===== src/rtl/corr_seq_ctrl_if.sv =====
// Stream bundle between the correlator sequencer and its neighbours:
// config channels, support-function and sample paths, result tap.
interface corr_seq_ctrl_if;
   logic [15:0] fft_cfg_tdata;
   logic        fft_cfg_tvalid;
   logic        fft_cfg_tready;
   logic [23:0] ifft_cfg_tdata;
   logic        ifft_cfg_tvalid;
   logic        ifft_cfg_tready;
   logic [31:0] s_sf_tdata;
   logic        s_sf_tvalid;
   logic        s_sf_tready;
   logic [31:0] m_sf_tdata;
   logic        m_sf_tvalid;
   logic        m_sf_tready;
   logic [31:0] s_rx_tdata;
   logic        s_rx_tvalid;
   logic        s_rx_tready;
   logic [31:0] m_rx_tdata;
   logic        m_rx_tvalid;
   logic        m_rx_tlast;
   logic        m_rx_tready;
   logic        res_tvalid;
   logic        res_tready;
   logic        res_tlast;

   modport master (
      output fft_cfg_tdata, fft_cfg_tvalid,
      input  fft_cfg_tready,
      output ifft_cfg_tdata, ifft_cfg_tvalid,
      input  ifft_cfg_tready,
      input  s_sf_tdata, s_sf_tvalid,
      output s_sf_tready,
      output m_sf_tdata, m_sf_tvalid,
      input  m_sf_tready,
      input  s_rx_tdata, s_rx_tvalid,
      output s_rx_tready,
      output m_rx_tdata, m_rx_tvalid, m_rx_tlast,
      input  m_rx_tready,
      input  res_tvalid, res_tready, res_tlast
   );

   modport slave (
      input  fft_cfg_tdata, fft_cfg_tvalid,
      output fft_cfg_tready,
      input  ifft_cfg_tdata, ifft_cfg_tvalid,
      output ifft_cfg_tready,
      output s_sf_tdata, s_sf_tvalid,
      input  s_sf_tready,
      input  m_sf_tdata, m_sf_tvalid,
      output m_sf_tready,
      output s_rx_tdata, s_rx_tvalid,
      input  s_rx_tready,
      input  m_rx_tdata, m_rx_tvalid, m_rx_tlast,
      output m_rx_tready,
      output res_tvalid, res_tready, res_tlast
   );
endinterface


===== src/rtl/corr_seq_ctrl.sv =====
// Matched-filter correlator sequencer: config, SF load, framed streaming.
// Define CORR_SF_RELOAD_EN to allow support-function reload between frames.
module corr_seq_ctrl #(
   parameter int unsigned LOG2N     = 10,
   parameter logic [15:0] FFT_CFG   = 16'h0001,
   parameter logic [23:0] IFFT_CFG  = 24'h00000A,
   parameter int unsigned DRAIN_MAX = 4095
) (
   input  logic        aclk,
   input  logic        areset,
   input  logic        start,
   input  logic        stop,
   input  logic        sf_reload,
   output logic        busy,
   output logic        err,
   output logic [15:0] frame_cnt,
   corr_seq_ctrl_if.master bus
);
   localparam int WDW = $clog2(DRAIN_MAX + 1);

   typedef enum logic [2:0] {
      IDLE, CFG_FFT, CFG_IFFT, LOAD_SF, STREAM, DRAIN
   } state_t;

   state_t state, state_nx;
   logic [LOG2N-1:0] cnt;
   logic [WDW-1:0]   wd;
   logic stop_q, sf_q;
   logic stop_eff, sf_eff;
   logic go, sf_beat, rx_beat, res_beat, timeout;

   assign go       = (state == IDLE) && start;
   assign busy     = (state != IDLE);
   assign stop_eff = stop_q | stop;
`ifdef CORR_SF_RELOAD_EN
   assign sf_eff = (sf_q | sf_reload) & ~stop_eff;
`else
   wire unused_sf_reload = sf_reload;
   assign sf_eff = 1'b0;
`endif

   always_comb begin
      state_nx             = state;
      bus.fft_cfg_tvalid   = 1'b0;
      bus.fft_cfg_tdata    = '0;
      bus.ifft_cfg_tvalid  = 1'b0;
      bus.ifft_cfg_tdata   = '0;
      bus.m_sf_tdata       = bus.s_sf_tdata;
      bus.m_sf_tvalid      = 1'b0;
      bus.s_sf_tready      = 1'b0;
      bus.m_rx_tdata       = bus.s_rx_tdata;
      bus.m_rx_tvalid      = 1'b0;
      bus.m_rx_tlast       = 1'b0;
      bus.s_rx_tready      = 1'b0;
      sf_beat              = 1'b0;
      rx_beat              = 1'b0;
      res_beat             = 1'b0;
      timeout              = 1'b0;
      unique case (state)
         IDLE: begin
            if (start) state_nx = CFG_FFT;
         end
         CFG_FFT: begin
            bus.fft_cfg_tvalid = 1'b1;
            bus.fft_cfg_tdata  = FFT_CFG;
            if (bus.fft_cfg_tready) state_nx = CFG_IFFT;
         end
         CFG_IFFT: begin
            bus.ifft_cfg_tvalid = 1'b1;
            bus.ifft_cfg_tdata  = IFFT_CFG;
            if (bus.ifft_cfg_tready) state_nx = LOAD_SF;
         end
         LOAD_SF: begin
            bus.m_sf_tvalid = bus.s_sf_tvalid;
            bus.s_sf_tready = bus.m_sf_tready;
            sf_beat = bus.s_sf_tvalid & bus.m_sf_tready;
            if (sf_beat && (&cnt)) state_nx = STREAM;
         end
         STREAM: begin
            bus.m_rx_tvalid = bus.s_rx_tvalid;
            bus.s_rx_tready = bus.m_rx_tready;
            bus.m_rx_tlast  = &cnt;
            rx_beat = bus.s_rx_tvalid & bus.m_rx_tready;
            if (rx_beat && (&cnt)) state_nx = DRAIN;
         end
         DRAIN: begin
            res_beat = bus.res_tvalid & bus.res_tready
                     & bus.res_tlast;
            if (res_beat) begin
               if (stop_eff)    state_nx = IDLE;
               else if (sf_eff) state_nx = LOAD_SF;
               else             state_nx = STREAM;
            end else if (wd == WDW'(DRAIN_MAX - 1)) begin
               timeout  = 1'b1;
               state_nx = IDLE;
            end
         end
         default: state_nx = IDLE;
      endcase
   end

   always_ff @(posedge aclk) begin
      if (areset) begin
         state     <= IDLE;
         cnt       <= '0;
         wd        <= '0;
         err       <= 1'b0;
         frame_cnt <= '0;
         stop_q    <= 1'b0;
         sf_q      <= 1'b0;
      end else begin
         state <= state_nx;
         if (go)
            cnt <= '0;
         else if (sf_beat || rx_beat)
            cnt <= cnt + 1'b1;
         wd <= (state == DRAIN && state_nx == DRAIN) ?
               wd + 1'b1 : '0;
         if (go)            err <= 1'b0;
         else if (timeout)  err <= 1'b1;
         if (go)            frame_cnt <= '0;
         else if (res_beat) frame_cnt <= frame_cnt + 1'b1;
         if (go)            stop_q <= 1'b0;
         else if (stop)     stop_q <= 1'b1;
`ifdef CORR_SF_RELOAD_EN
         // stop overrides a pending reload, even one raised alongside it
         if (go || stop_eff)
            sf_q <= 1'b0;
         else if (res_beat && state_nx == LOAD_SF)
            sf_q <= 1'b0;
         else if (sf_reload)
            sf_q <= 1'b1;
`else
         sf_q <= 1'b0;
`endif
      end
   end

   wire unused_sf_q = sf_q;
endmodule


===== src/flat_wrapper.sv =====
// flat-port wrapper written by rule: the top's interface ports become plain ports
module corr_seq_ctrl_flat 
#(
   parameter int unsigned LOG2N     = 10,
   parameter logic [15:0] FFT_CFG   = 16'h0001,
   parameter logic [23:0] IFFT_CFG  = 24'h00000A,
   parameter int unsigned DRAIN_MAX = 4095
)
  (aclk, areset, start, stop, sf_reload, busy, err, frame_cnt, bus_fft_cfg_tdata, bus_fft_cfg_tvalid, bus_fft_cfg_tready, bus_ifft_cfg_tdata, bus_ifft_cfg_tvalid, bus_ifft_cfg_tready, bus_s_sf_tdata, bus_s_sf_tvalid, bus_s_sf_tready, bus_m_sf_tdata, bus_m_sf_tvalid, bus_m_sf_tready, bus_s_rx_tdata, bus_s_rx_tvalid, bus_s_rx_tready, bus_m_rx_tdata, bus_m_rx_tvalid, bus_m_rx_tlast, bus_m_rx_tready, bus_res_tvalid, bus_res_tready, bus_res_tlast);
  corr_seq_ctrl_if bus_i ();
  input  logic aclk;
  input  logic areset;
  input  logic start;
  input  logic stop;
  input  logic sf_reload;
  output logic busy;
  output logic err;
  output logic [15:0] frame_cnt;
  output wire logic [$bits(bus_i.fft_cfg_tdata)-1:0] bus_fft_cfg_tdata;
  output wire logic [$bits(bus_i.fft_cfg_tvalid)-1:0] bus_fft_cfg_tvalid;
  input wire logic [$bits(bus_i.fft_cfg_tready)-1:0] bus_fft_cfg_tready;
  output wire logic [$bits(bus_i.ifft_cfg_tdata)-1:0] bus_ifft_cfg_tdata;
  output wire logic [$bits(bus_i.ifft_cfg_tvalid)-1:0] bus_ifft_cfg_tvalid;
  input wire logic [$bits(bus_i.ifft_cfg_tready)-1:0] bus_ifft_cfg_tready;
  input wire logic [$bits(bus_i.s_sf_tdata)-1:0] bus_s_sf_tdata;
  input wire logic [$bits(bus_i.s_sf_tvalid)-1:0] bus_s_sf_tvalid;
  output wire logic [$bits(bus_i.s_sf_tready)-1:0] bus_s_sf_tready;
  output wire logic [$bits(bus_i.m_sf_tdata)-1:0] bus_m_sf_tdata;
  output wire logic [$bits(bus_i.m_sf_tvalid)-1:0] bus_m_sf_tvalid;
  input wire logic [$bits(bus_i.m_sf_tready)-1:0] bus_m_sf_tready;
  input wire logic [$bits(bus_i.s_rx_tdata)-1:0] bus_s_rx_tdata;
  input wire logic [$bits(bus_i.s_rx_tvalid)-1:0] bus_s_rx_tvalid;
  output wire logic [$bits(bus_i.s_rx_tready)-1:0] bus_s_rx_tready;
  output wire logic [$bits(bus_i.m_rx_tdata)-1:0] bus_m_rx_tdata;
  output wire logic [$bits(bus_i.m_rx_tvalid)-1:0] bus_m_rx_tvalid;
  output wire logic [$bits(bus_i.m_rx_tlast)-1:0] bus_m_rx_tlast;
  input wire logic [$bits(bus_i.m_rx_tready)-1:0] bus_m_rx_tready;
  input wire logic [$bits(bus_i.res_tvalid)-1:0] bus_res_tvalid;
  input wire logic [$bits(bus_i.res_tready)-1:0] bus_res_tready;
  input wire logic [$bits(bus_i.res_tlast)-1:0] bus_res_tlast;
  assign bus_fft_cfg_tdata = bus_i.fft_cfg_tdata;
  assign bus_fft_cfg_tvalid = bus_i.fft_cfg_tvalid;
  assign bus_i.fft_cfg_tready = bus_fft_cfg_tready;
  assign bus_ifft_cfg_tdata = bus_i.ifft_cfg_tdata;
  assign bus_ifft_cfg_tvalid = bus_i.ifft_cfg_tvalid;
  assign bus_i.ifft_cfg_tready = bus_ifft_cfg_tready;
  assign bus_i.s_sf_tdata = bus_s_sf_tdata;
  assign bus_i.s_sf_tvalid = bus_s_sf_tvalid;
  assign bus_s_sf_tready = bus_i.s_sf_tready;
  assign bus_m_sf_tdata = bus_i.m_sf_tdata;
  assign bus_m_sf_tvalid = bus_i.m_sf_tvalid;
  assign bus_i.m_sf_tready = bus_m_sf_tready;
  assign bus_i.s_rx_tdata = bus_s_rx_tdata;
  assign bus_i.s_rx_tvalid = bus_s_rx_tvalid;
  assign bus_s_rx_tready = bus_i.s_rx_tready;
  assign bus_m_rx_tdata = bus_i.m_rx_tdata;
  assign bus_m_rx_tvalid = bus_i.m_rx_tvalid;
  assign bus_m_rx_tlast = bus_i.m_rx_tlast;
  assign bus_i.m_rx_tready = bus_m_rx_tready;
  assign bus_i.res_tvalid = bus_res_tvalid;
  assign bus_i.res_tready = bus_res_tready;
  assign bus_i.res_tlast = bus_res_tlast;
  corr_seq_ctrl #(.LOG2N(LOG2N), .FFT_CFG(FFT_CFG), .IFFT_CFG(IFFT_CFG), .DRAIN_MAX(DRAIN_MAX)) u_core (.aclk(aclk), .areset(areset), .start(start), .stop(stop), .sf_reload(sf_reload), .busy(busy), .err(err), .frame_cnt(frame_cnt), .bus(bus_i));
endmodule

===== config.mk =====
export PLATFORM = sky130hd
export DESIGN_NAME = corr_seq_ctrl_flat
export DESIGN_NICKNAME = d
export VERILOG_FILES = /design/src/rtl/corr_seq_ctrl_if.sv /design/src/rtl/corr_seq_ctrl.sv /design/src/flat_wrapper.sv
export SDC_FILE = /design/constraint.sdc
export NUM_CORES = 1
export LEC_CHECK = 0
export ABC_AREA = 1
export CORE_MARGIN = 3
export CORE_UTILIZATION = 40
export CTS_CLUSTER_SIZE = 16
export DETAILED_ROUTE_END_ITERATION = 16
export GPL_TIMING_DRIVEN = 0
export PLACE_DENSITY = 0.88
export SKIP_LAST_GASP = 1
export SLEW_MARGIN = 20
export SYNTH_ARGS = -nofsm -noshare
export SYNTH_HDL_FRONTEND = slang
export SYNTH_SLANG_ARGS = --single-unit

===== constraint.sdc =====
create_clock -name aclk -period 3.23 [get_ports aclk]
set_input_delay 0.646 -clock aclk [delete_from_list [all_inputs] [get_ports aclk]]
set_output_delay 0.646 -clock aclk [all_outputs]
set_load 0.005 [all_outputs]

==> out/qor.yml, run 1 <==
synth:
  synth.area.top_cells: "dfxtp_1 (27%), buf_4 (25%), nand2_1 (11%), nor2_1 (6.5%), inv_1 (4.1%)"
  synth_top_area_frac: 0.270
  seq_area_frac_synth: 0.270
  ys_warn_count: 0
  synthFlopType: "dfxtp_1"
  ys_seq_elements: 43
  syn_inst: 461
  syn_area_sq_um: 3190
  yosysMostFrequentCell: "buf_4"
  synth_commonest_cells: "buf_4 (105), nand2_1 (94), nor2_1 (55), dfxtp_1 (43), inv_1 (35)"
  yosys.area.top_type: "dfxtp_1"
  async_flop_share: 0
  synth_edf_count: 0
  ys_types: 31
  syn_area_per_cell_sq_um: 6.91
setup_path:
  r2r-end: "u_core.frame_cnt[8]"
  max_stage_delay_ns: 0.51
  cp_max_fo: 7
  crit_path_start_kind: "register"
  cp_top_family: "buffers and inverters"
  worst-r2r-setup-slack_ns: 1.58
  end_kind: "output port"
  critPathSlowestCell: "clkdlybuf4s50_1"
  cpMostUsedCell: "nor2_1"
  r2r_cells: 7
  crit_buf_inv: 1
  arrival_ns: 1.90
  crit_type: "register to output port"
  crit_chain: "ha_1 -> nand2_1 -> nor2_1 -> nand3_1 -> nor2_1 -> clkdlybuf4s50_1"
  r2r_start: "u_core.frame_cnt[0]"
  worst-endpoint-required_ns: 2.58
sta:
  fin_crit_ns: 2.54
  rsz0062_at_grt: "false"
  final_hold_viol_count: 0
  finClkSkew_ns: 0.00528
  period_share: 0.788
  finalSetupViolCount: 0
  setup_tns_ns: 0
  maxSlewViolCount: 0
  fmax_mhz: 393
drt:
  ant_nets: 0
  avgRoutedWirePerCell_microns: 11.1
  drtIter0Drc: 143
  via_per_inst: 4.48
  wl_microns: 7860
  route.detailed.drc: 0
  vias: 3164
  first_pass_iters: 4
grt:
  grt_use_met3: 0.0387
  grt_use_met1: 0.167
  grt_pass1_wl_microns: 12200
  grt.total_usage: 0.163
  antenna_found_initial: 0
  grt_busiest_layer: "met2"
  use_met2: 0.324
  grt.overflow.total: 0
  grt_pass1_vias: 2904
  grt_max_degree: 13
power_and_ir_drop:
  cellLeakagePower_uw: 0.00190
  power_density_nw_per_um2: 255
  vdd_drop_max_v: 0.000189
hold_path:
  hold_class: "register to register"
  whs_endpoint: "u_core.wd[11]"
  whs_path_depth: 2
  hp-start: "u_core.wd[11]"
cts:
  htreeDepth: 2
  clock_path_buffers: 2
  clkSinkCount: 43
  cts_root_buffer: "clkbuf_8"
  clk_pin_slew_ns: 0.08
  cts_resized: 0
  cts_buffers: 5
  cts_hold_buf: 0
  clkLatencyLatePin_ns: 0.29
  postCtsSetupBuffers: 0
  tritoncts: "yes"
flow_run:
  cap_violations: 0
floorplan:
  die_x_microns: 95.2
  initial_core_util: 0.426
  coreArea_sq_um: 7490
  die_area_sq_um: 9070
  fp-row-count: 31
  ios: 207
  die_h_microns: 95.2
place:
  dpl.hpwl_microns: 6560
  numPortBuffers: 104
  dp_cells: 700
  gp_congestion: 0.894
  post_dp_cell_area_sq_um: 4490
final_layout:
  final_cell_count_no_fill: 707
  drive_above_1_share: 0.243
  nFillCells: 666
  syn_to_final_growth_pct: 43.6
  design_area_sq_um: 4570
  final_nets: 690
  final_util: 0.611
  n_antenna_cell: 0
outcome:
  status: "completed"
[power by group]
group	internal, uW	switching (uW)	total [uW]
clock	168	180	348
combinational	188	91.9	280
sequential	533	4.28	538
[layout make-up]
| type | instances | area, sq um | share of cell area |
|---|---|---|---|
| multi-input cells | 306 | 1490 | 0.326 |
| repair buffers | 104 | 1040 | 0.228 |
| flip-flops and latches | 43 | 861 | 0.188 |
| plain buffers | 110 | 828 | 0.181 |
| inverters | 38 | 143 | 0.0312 |
| well taps | 99 | 124 | 0.0271 |
| clock buffers | 6 | 82.6 | 0.0181 |
| clock inverters | 1 | 5.00 | 0.00109 |
[worst register-to-register path, stage by stage, from the launching register on]
cell and delay [ns]:
dfxtp_1 0.48, ha_1 0.32, nand2_1 0.11, nor2_1 0.25, nand2_1 0.11, xnor2_1 0.14
nand2_1 0.06, a21oi_1 0.12
[through the flow]
step / total power, uW / hold WS [ns] / setup slack [ns]
floorplan: 701 / 0.430 / 1.61
global placement: 825 / 0.442 / 0.763
detailed placement: 830 / 0.459 / 0.739
CTS: 1180 / 0.471 / 0.665
global route: 1220 / 0.501 / 0.553
finish: 1170 / 0.468 / 0.685
[worst max-delay path by stage]
| stage | depth (start not counted) | start | slack (ns) | end |
|---|---|---|---|---|
| floorplan | 5 | u_core.cnt[0] | 1.61 | bus_m_rx_tlast |
| global placement | 4 | bus_s_rx_tvalid | 0.76 | bus_m_rx_tvalid |
| detailed placement | 4 | bus_m_rx_tready | 0.74 | bus_s_rx_tready |
| CTS | 6 | u_core.cnt[0] | 0.67 | bus_m_rx_tlast |
| global route | 6 | u_core.cnt[0] | 0.55 | bus_m_rx_tlast |
| finish | 6 | u_core.cnt[0] | 0.69 | bus_m_rx_tlast |
[flip-flops by register name, summed over array words and instances (netlist names)]
name	count
u_core.wd	12
u_core.frame_cnt	16
u_core.cnt	10
u_core.stop_q	1
u_core.state	3
u_core.err	1
[cell usage in the layout (no fill, tap or decap), types with 5 or more instances in the layout]
cell / n
nor2_1: 55
nand2_1: 94
dfxtp_1: 43
clkbuf_8: 6
xnor2_1: 6
inv_1: 35
clkdlybuf4s50_1: 104
xor2_1: 5
buf_4: 105
a21oi_2: 8
nand2_2: 8
a21oi_1: 23
conb_1: 37
nand3_1: 24
nor3_1: 6
nand4_1: 9
o21ai_0: 10
[cell families (layout without fill, tap and decap cells)]
| group | count (synthesis) | after routing | synth area share |
|---|---|---|---|
| simple gates | 209 | 209 | 0.296 |
| buf+inv | 148 | 259 | 0.305 |
| other cells | 1 | 37 | 0.00118 |
| fa+ha+maj | 4 | 4 | 0.0157 |
| flops | 43 | 43 | 0.270 |
| xor+xnor | 11 | 11 | 0.0302 |
| compound gates | 45 | 45 | 0.0821 |
[metal layers]
metal | part of all wire | vias up
li1 | - | 1604
met2 | 0.53 | 156
met3 | 0.10 | 12
met4 | 0.013 | 0
met1 | 0.36 | 1392
met5 | 0 | -
Power figures use the tool's default switching activity.
==> run 2, diff against run 1 <==
--- a/config.mk
+++ b/config.mk
@@ -7,11 +7,11 @@
 export LEC_CHECK = 0
 export ABC_AREA = 1
 export CORE_MARGIN = 3
-export CORE_UTILIZATION = 40
+export CORE_UTILIZATION = 37
 export CTS_CLUSTER_SIZE = 16
 export DETAILED_ROUTE_END_ITERATION = 16
 export GPL_TIMING_DRIVEN = 0
-export PLACE_DENSITY = 0.88
+export PLACE_DENSITY = 0.82
 export SKIP_LAST_GASP = 1
 export SLEW_MARGIN = 20
 export SYNTH_ARGS = -nofsm -noshare
==> constraint.sdc (replaced) <==
create_clock -name aclk -period 2.5 [get_ports aclk]
set_input_delay 0.5 -clock aclk [delete_from_list [all_inputs] [get_ports aclk]]
set_output_delay 0.5 -clock aclk [all_outputs]
set_load 0.005 [all_outputs]
==> out/qor.yml, run 2 (same netlist as run 1, synthesis figures left out) <==
sta:
  final_hold_viol_count: 0  # unchanged
  fin_crit_ns: 2.39
  period_share: 0.955
  finalSetupViolCount: 0  # unchanged
  finClkSkew_ns: 0.00997  # +0.00470 ns
  setup_tns_ns: 0  # unchanged
  rsz0062_at_grt: "false"
  fin_ws_ns: 0.113  # -0.572 ns
  fmax_mhz: 419
  maxSlewViolCount: 0  # unchanged
setup_path:
  critPathLaunch: "u_core.cnt[1]"
  cp_max_fo: 4  # -3
  worst-r2r-setup-slack_ns: 0.85  # -0.73 ns
  crit_path_start_kind: "register"
  arrival_ns: 1.89  # about the same
  cp-endpoint: "bus_m_rx_tlast"
  r2r_start: "u_core.frame_cnt[0]"
  worst-endpoint-required_ns: 2.00  # -0.58 ns
  end_kind: "output port"
  r2r_cells: 7  # unchanged
  r2r-end: "u_core.frame_cnt[8]"
  crit_type: "register to output port"
hold_path:
  hold_class: "register to register"
final_layout:
  final_cell_count_no_fill: 714  # +0.99%
  final_cell_mix: "buf_4 (105), clkdlybuf4s50_1 (104), nand2_1 (94), nor2_1 (55), dfxtp_1 (42)"
  drive_above_1_share: 0.245  # +0.00124
  syn_to_final_growth_pct: 44.2
  final_nets: 690  # unchanged
  top_regs: "u_core.frame_cnt x16, u_core.wd x12, u_core.cnt x10"
  regMostFlops: "u_core.frame_cnt"
  design_area_sq_um: 4590  # +0.47%
  nFillCells: 767  # +15%
  largest_reg_flops: 16  # unchanged
  final_common_cell: "buf_4"
  n_antenna_cell: 0  # unchanged
floorplan:
  coreArea_sq_um: 8300  # +11%
  die_h_microns: 98.8  # +3.7%
  initial_core_util: 0.384  # -0.0417
  ios: 207  # unchanged
  fp-row-count: 33  # +6.5%
  die_x_microns: 98.8  # +3.7%
  die_area_sq_um: 9760  # +7.6%
place:
  numPortBuffers: 104  # unchanged
  dpl.hpwl_microns: 6620  # +0.94%
  place_ws_ns: 0.313  # -0.426 ns
  gp_congestion: 0.846  # -5.4%
  dp_cells: 706  # +0.86%
  post_dp_cell_area_sq_um: 4490  # +0.17%
cts:
  postCtsSetupBuffers: 0  # unchanged
  clkLatencyLatePin_ns: 0.30  # about the same
  cts_hold_buf: 0  # unchanged
  htreeDepth: 2  # unchanged
  clock_path_buffers: 2  # unchanged
  clk_pin_slew_ns: 0.08  # about the same
  cts_resized: 0  # unchanged
  cts_root_buffer: "clkbuf_8"
  tritoncts: "yes"
  clkSinkCount: 43  # unchanged
  cts_buffers: 5  # unchanged
drt:
  first_pass_iters: 4  # unchanged
  drtIter0Drc: 166  # +16%
  wl_microns: 8050  # +2.5%
  avgRoutedWirePerCell_microns: 11.3  # +1.5%
  route.detailed.drc: 0  # unchanged
  via_per_inst: 4.43  # -1.0%
  ant_nets: 0  # unchanged
  vias: 3162  # -0.063%
outcome:
  status: "completed"
grt:
  grt_pass1_wl_microns: 12800  # +5.4%
  grt_pass1_vias: 3019  # +4.0%
  grt_max_degree: 13  # unchanged
  antenna_found_initial: 0  # unchanged
  grt.total_usage: 0.154  # -0.00961
  grt.overflow.total: 0  # unchanged
flow_run:
  cap_violations: 0  # unchanged
power_and_ir_drop:
  power_uw: 1550  # +33%
  vdd_drop_max_v: 0.000180  # -4.8%
  cellLeakagePower_uw: 0.00190  # +0.26%
  power_density_nw_per_um2: 337  # +32%
run 2: changes by cell type in the layout (fill, tap and decap cells not counted):
cell | before | now
clkbuf_1 | 0 | 1
clkbuf_8 | 6 | 7
clkinv_2 | 1 | 0
dfxtp_1 | 43 | 42
dfxtp_2 | 0 | 1
run 2: where the power goes:
part           switching [uW]  leakage (uW)  internal, uW
combinational             119       0.00150           243
clock                     239     0.0000515           252
sequential               5.15      0.000347           689
total                     363       0.00190          1180
run 2: stage by stage:
step	hold WS [ns]	util
finish	0.470	0.554
global route	0.482	0.554
CTS	0.471	0.553
detailed placement	0.453	0.541
global placement	0.441	0.541
floorplan	0.430	-
run 2: cell type report:
cell class | instances | area [sq um] | area share
Tap cell | 105 | 131 | 0.0286
Inverter | 38 | 143 | 0.0310
Sequential cell | 43 | 862 | 0.188
Buffer | 110 | 828 | 0.180
Timing Repair Buffer | 104 | 1040 | 0.227
Clock buffer | 8 | 100 | 0.0218
Multi-Input combinational cell | 306 | 1490 | 0.324
run 2: metal layers:
metal	GRT usage	wire length (microns)	share of wire	vias to the layer above
met5	0	0	0	-
met4	0.0452	74	0.0092	0
met3	0.0481	892	0.11	9
met2	0.290	4200	0.52	159
met1	0.162	2890	0.36	1391
li1	-	-	-	1603
run 2: worst min path at each step:
stage / depth (start not counted) / end / slack [ns] / from
finish: 1 / u_core.wd[0] / 0.47 / u_core.wd[0]
global route: 1 / u_core.wd[0] / 0.48 / u_core.wd[0]
CTS: 1 / u_core.wd[0] / 0.47 / u_core.wd[0]
detailed placement: 1 / u_core.wd[0] / 0.45 / u_core.wd[0]
global placement: 1 / u_core.wd[0] / 0.44 / u_core.wd[0]
floorplan: 1 / u_core.wd[0] / 0.43 / u_core.wd[0]
run 2: worst max-delay path: stages (launching register included):
cell             delay [ns]
dfxtp_1                0.38
ha_1                   0.25
nand2_1                0.10
nor2_1                 0.12
nand3_1                0.13
nor2_1                 0.11
clkdlybuf4s50_1        0.51
